===== src/rtl/iob_rom_csrs_ctrl.sv =====
// IOb subordinate front end for a boot ROM plus a small CSR bank (version, error,
// timeout, access counter), with in-order pipelined ROM reads and a read timeout.
module iob_rom_csrs_ctrl #(
    parameter int          DATA_W     = 32,
    parameter int          ROM_ADDR_W = 10,
    parameter int          ADDR_W     = ROM_ADDR_W + 3,
    parameter int          MAX_OUT    = 2,
    parameter int          TIMEOUT_W  = 8,
    parameter logic [15:0] VERSION    = 16'h0081
) (
    input  logic                  clk_i,
    input  logic                  cke_i,
    input  logic                  arst_i,
    input  logic                  iob_valid_i,
    input  logic [ADDR_W-1:0]     iob_addr_i,
    input  logic [DATA_W-1:0]     iob_wdata_i,
    input  logic [DATA_W/8-1:0]   iob_wstrb_i,
    output logic                  iob_ready_o,
    output logic                  iob_rvalid_o,
    output logic [DATA_W-1:0]     iob_rdata_o,
    output logic                  rom_ren_o,
    output logic [ROM_ADDR_W-1:0] rom_raddr_o,
    input  logic                  rom_rready_i,
    input  logic                  rom_rvalid_i,
    input  logic [DATA_W-1:0]     rom_rdata_i
);

    localparam int PEND_W = $clog2(MAX_OUT + 1);
    localparam int DROP_W = 8;
    localparam logic [ADDR_W-1:0] CSR_BASE = ADDR_W'(1) << (ROM_ADDR_W + 2);

    logic [PEND_W-1:0]    pending_q;
    logic [PEND_W-1:0]    pending_nxt;
    logic [DROP_W-1:0]    drop_q;
    logic [TIMEOUT_W-1:0] idle_cnt_q;
    logic [TIMEOUT_W-1:0] timeout_q;
    logic [1:0]           err_q;
    logic [DATA_W-1:0]    access_cnt_q;
    logic [DATA_W-1:0]    csr_rdata;

    logic                 is_read;
    logic                 rom_hit;
    logic [ADDR_W-1:0]    csr_off;
    logic                 pend_full;
    logic                 rom_rd;
    logic                 acc;
    logic                 rom_acc;
    logic                 csr_rd_acc;
    logic                 wr_acc;
    logic                 rom_wr_err;
    logic                 to_wr;
    logic                 err_rd;
    logic                 drop_rsp;
    logic                 rom_rsp;
    logic                 to_fire;
    logic                 unused_bits;

    assign is_read   = ~|iob_wstrb_i;
    assign rom_hit   = iob_addr_i < CSR_BASE;
    assign csr_off   = (iob_addr_i - CSR_BASE) >> 2;
    assign pend_full = pending_q >= PEND_W'(MAX_OUT);
    assign rom_rd    = iob_valid_i & rom_hit & is_read;

    // CSR accesses and writes wait for an empty pipe so responses stay in order
    assign rom_ren_o   = cke_i & rom_rd & ~pend_full;
    assign iob_ready_o = cke_i & (rom_rd ? (rom_rready_i & ~pend_full) : (pending_q == '0));
    assign rom_raddr_o = iob_addr_i[ROM_ADDR_W+1:2];

    assign acc        = iob_valid_i & iob_ready_o;
    assign rom_acc    = acc & rom_hit & is_read;
    assign csr_rd_acc = acc & ~rom_hit & is_read;
    assign wr_acc     = acc & ~is_read;
    assign rom_wr_err = wr_acc & rom_hit;
    assign to_wr      = wr_acc & ~rom_hit & (csr_off == ADDR_W'(2));
    assign err_rd     = csr_rd_acc & (csr_off == ADDR_W'(1));

    // Responses to reads that already timed out are swallowed
    assign drop_rsp = rom_rvalid_i & (drop_q != '0);
    assign rom_rsp  = rom_rvalid_i & (drop_q == '0) & (pending_q != '0);
    assign to_fire  = (timeout_q != '0) & (pending_q != '0) & ~rom_rvalid_i
                    & (idle_cnt_q == timeout_q);

    assign pending_nxt = pending_q + PEND_W'(rom_acc) - PEND_W'(rom_rsp | to_fire);

    assign unused_bits = ^{iob_wdata_i, iob_wstrb_i};

    always_comb begin
        csr_rdata = '0;
        if (csr_off == ADDR_W'(0))
            csr_rdata = {{(DATA_W-16){1'b0}}, VERSION};
        else if (csr_off == ADDR_W'(1))
            csr_rdata = DATA_W'(err_q);
        else if (csr_off == ADDR_W'(2))
            csr_rdata = DATA_W'(timeout_q);
        else if (csr_off == ADDR_W'(3))
            csr_rdata = access_cnt_q;
    end

    always_ff @(posedge clk_i or posedge arst_i) begin
        if (arst_i) begin
            pending_q    <= '0;
            drop_q       <= '0;
            idle_cnt_q   <= '0;
            timeout_q    <= '1;
            err_q        <= '0;
            access_cnt_q <= '0;
            iob_rvalid_o <= 1'b0;
            iob_rdata_o  <= '0;
        end else if (cke_i) begin
            pending_q <= pending_nxt;

            if (to_fire)
                drop_q <= drop_q + DROP_W'(1);
            else if (drop_rsp)
                drop_q <= drop_q - DROP_W'(1);

            // Counts cycles of the current idle run, the present one included
            if (pending_nxt == '0)
                idle_cnt_q <= '0;
            else if (rom_rvalid_i | to_fire)
                idle_cnt_q <= TIMEOUT_W'(1);
            else
                idle_cnt_q <= idle_cnt_q + TIMEOUT_W'(1);

            iob_rvalid_o <= rom_rsp | to_fire | csr_rd_acc;
            if (rom_rsp)
                iob_rdata_o <= rom_rdata_i;
            else if (to_fire)
                iob_rdata_o <= '0;
            else if (csr_rd_acc)
                iob_rdata_o <= csr_rdata;

            // Error sets are applied after the read-clear so a same-cycle event survives
            err_q <= (err_q & ~{2{err_rd}}) | {to_fire, rom_wr_err};

            if (rom_acc && (access_cnt_q != '1))
                access_cnt_q <= access_cnt_q + DATA_W'(1);

            for (int i = 0; i < TIMEOUT_W; i++) begin
                if (to_wr && iob_wstrb_i[i/8])
                    timeout_q[i] <= iob_wdata_i[i];
            end
        end
    end

endmodule


===== config.mk =====
export PLATFORM = sky130hd
export DESIGN_NAME = iob_rom_csrs_ctrl
export DESIGN_NICKNAME = d
export VERILOG_FILES = /design/src/rtl/iob_rom_csrs_ctrl.sv
export SDC_FILE = /design/constraint.sdc
export NUM_CORES = 1
export LEC_CHECK = 0
export CORE_MARGIN = 1.5
export CORE_UTILIZATION = 30
export CTS_BUF_LIST = sky130_fd_sc_hd__clkbuf_4 sky130_fd_sc_hd__clkbuf_8
export DETAILED_ROUTE_END_ITERATION = 8
export DONT_BUFFER_PORTS = 1
export SLEW_MARGIN = 20
export SYNTH_ARGS = -nofsm -noshare
export SYNTH_HDL_FRONTEND = slang
export SYNTH_SLANG_ARGS = --single-unit

===== constraint.sdc =====
create_clock -name clk_i -period 7.5 [get_ports clk_i]
set_input_delay 2.25 -clock clk_i [delete_from_list [all_inputs] [get_ports clk_i]]
set_output_delay 2.25 -clock clk_i [all_outputs]
set_load 0.01 [all_outputs]

==> results_dict.tcl <==
set metrics [dict create \
    netlist_top_cells_area "dfrtp_1 41%, o211ai_1 8.9%, dfstp_2 4.0%" \
    synth_top_area_share_pct 40.54 \
    placed_cells 720 \
    clk_latency_ns 0.39 \
    drive_gt1_share_pct 11.35 \
    slew_violations 0 \
    path_cells "nor4_4 > a31oi_1 > nor3_1" \
    p_per_area_mw_per_mm2 273.2 \
    hold_viol_final 0 \
    cts_max_path_buffers 2 \
    clock_skew_ns 0.01404 \
    final.setup.tns_ns 0 \
    yosysUniqueCellTypes 56 \
    vdd_drop_max_mv 0.1022 \
    firstDrtPassIters 4 \
    hp-class "reg2reg" \
    power.share.sequential_pct 49.5 \
    p_int_mw 0.9957 \
    drt_iter0_drc 264 \
    initial_core_util_pct 30.54 \
    synth_cells 527 \
    wirelength_um 13250 \
    syn_area_per_cell_um2 9.955 \
    pwr-share-clk_pct 24.1 \
    finalPower_mw 1.529 \
    die_h_um 135.2 \
    critPathCaptureType "output port" \
    root_buffer "clkbuf_8" \
    core_mm2 0.01718 \
    ys_async_sr_fraction_pct 100.0 \
    rsz0062_at_grt "false" \
    stdcell_count 736 \
    postCtsSetupBuffers 0 \
    finish.utilization_pct 32.59 \
    grt_max_degree 51 \
    antenna_found_initial 1 \
    dp_hpwl_um 9451 \
    finalSetupViolCount 0 \
    synthTopCellsByCount "85 x dfrtp_1, 62 x o211ai_1, 46 x inv_1, 43 x nand2_1, 24 x xnor2_1" \
    leakage_nw 2.457 \
    cp_max_fo 6 \
    overflow 0 \
    cts.clk_slew.worst_paths_ns 0.09 \
    ys_ff_latch 93 \
    synth_area_mm2 0.005246 \
    dieArea_mm2 0.01829 \
    start_kind "input port" \
    cts_hold_buf 0 \
    stdcell_area_mm2 0.005598 \
    cts_buffers 9 \
    critical_path_depth 3 \
    rows 48 \
    htree_levels 3 \
    post-route-min-period_ns 5.533 \
    max_stage_delay_ns 0.44 \
    cts.sinks 93 \
    cts_tree "yes" \
    path_class "in2out" \
    p_comb_share_pct 26.4 \
    post-route-period-util_pct 73.77 \
    dpl-instance-area_mm2 0.005383 \
    yosysSeqAreaShare_pct 44.55 \
    critical-path-top-delay-family "simple AND/OR/NAND/NOR gates" \
    die_x_um 135.2 \
    wl_per_cell_um 18.00 \
    cts_resized 0 \
    globalplace.congestion 0.7988 \
    grt_pass1_wl_um 21260 \
    power.net_switching_mw 0.5336 \
    dr_total_vias 3890 \
    antenna_cells 0 \
    ant_nets 0 \
    synth_top_area_cell "dfrtp_1" \
    pin_count 132 \
    maxCapViolCount 0 \
    synth.most_common_cell "dfrtp_1" \
    worstPathRequired_ns 5.25 \
    drcViolationCount 0 \
    swShare_pct 34.89 \
    final_net_count 604 \
    syn2layout_area_growth_pct 6.702 \
    fmax_mhz 180.7 \
    worstMarginPinSlew_ns 0.9318 \
    crit_arrival_ns 3.28 \
    crit_buf_inv 0 \
    slowest_stage "nor4_4" \
    rr_worst_depth 12 \
    status "finished clean" \
    syn_nets 625 \
    yosysWarnings 0 \
    ys.flop_type "dfrtp_1" \
    reg2reg_slack_ns 3.88 \
    portBuffers 0 \
    hold_depth 1 \
    grt_usage_pct 15.08 \
    vias_per_cell 5.285 \
    synth-edff-count 0 \
    slew_headroom_pct 37.88 \
    grt_pass1_vias 4106 \
]
[power by group through the flow]
| stage | logic [mW] | registers [mW] | clock network [mW] |
|---|---|---|---|
| 2_1_floorplan | 0.346 | 0.737 | 0 |
| 3_3_place_gp | 0.376 | 0.763 | 0 |
| 3_5_place_dp | 0.402 | 0.769 | 0 |
| 4_1_cts | 0.407 | 0.759 | 0.386 |
| 5_1_grt | 0.459 | 0.774 | 0.404 |
| 6_report | 0.404 | 0.757 | 0.368 |
[final timing paths]
kind | startpoint | endpoint
max in group asynchronous | arst_i | drop_q[5]
max | iob_wstrb_i[1] | iob_ready_o
min | access_cnt_q[30] | access_cnt_q[30]
max reg2reg | timeout_q[3] | idle_cnt_q[4]
min in group asynchronous | arst_i | iob_rdata_o[28]
min reg2reg | access_cnt_q[30] | access_cnt_q[30]
[routing by layer]
metal | vias to the layer above | global-route usage, % | part of all wire [%]
li1 | 1857 | - | -
met1 | 1934 | 17.19 | 41
met2 | 79 | 25.65 | 50
met3 | 18 | 5.200 | 6.5
met4 | 2 | 6.452 | 2.4
met5 | - | 0 | 0.091
[cells by family after synthesis]
logic type      Yosys count  share of synthesized area [%]
compound gates          109                          15.24
xor+xnor                 48                          8.299
fa+ha+maj                11                          2.767
buf+inv                  83                          6.845
flops                    93                          44.55
mux                      23                          4.818
simple gates            160                          17.48
[area by class of cell]
cell class | instances | area [um^2]
clock inverter | 5 | 63.81
fill | 1772 | 11580
multi-input combinational | 351 | 2556
timing repair buffer | 4 | 30.03
tap | 225 | 281.5
inverter | 47 | 177.7
clock buffer | 11 | 151.4
sequential | 93 | 2337
[metrics by stage]
step                      hold WS, ns  setup WS, ns
after global routing           0.5051         1.813
after floorplan                0.4478         2.251
after detailed placement       0.4695         1.944
final                          0.4937         1.967
after global placement         0.4734         1.922
after CTS                      0.4897         1.939
[registers in the layout (all words and copies together), names as in the netlist]
| name | count |
|---|---|
| err_q | 2 |
| drop_q | 8 |
| pending_q | 2 |
| idle_cnt_q | 8 |
| iob_rdata_o | 32 |
| iob_rvalid_o | 1 |
| timeout_q | 8 |
| access_cnt_q | 32 |
[worst register-to-register path, stage by stage, from the launching register on]
cell	delay [ns]
dfstp_2	0.60
xor2_1	0.08
nor4_1	0.45
nand3_1	0.46
nand2_1	0.18
ha_1	0.24
inv_1	0.06
ha_1	0.19
xor3_1	0.22
o21ai_0	0.27
a311o_1	0.41
o21ai_0	0.15
a21o_1	0.19
[cells in the final DEF, fill, tap and decap left out, drive strengths merged, types with 13 or more instances in the layout]
cell,netlist,final
xnor2,24,24
dfrtp,85,85
inv,46,47
xor2,23,23
nor3,14,14
nand3,24,24
nand4,13,13
mux2,15,15
nand2,43,43
o211ai,62,62
Note: power is estimated with default switching activity, not from simulation.
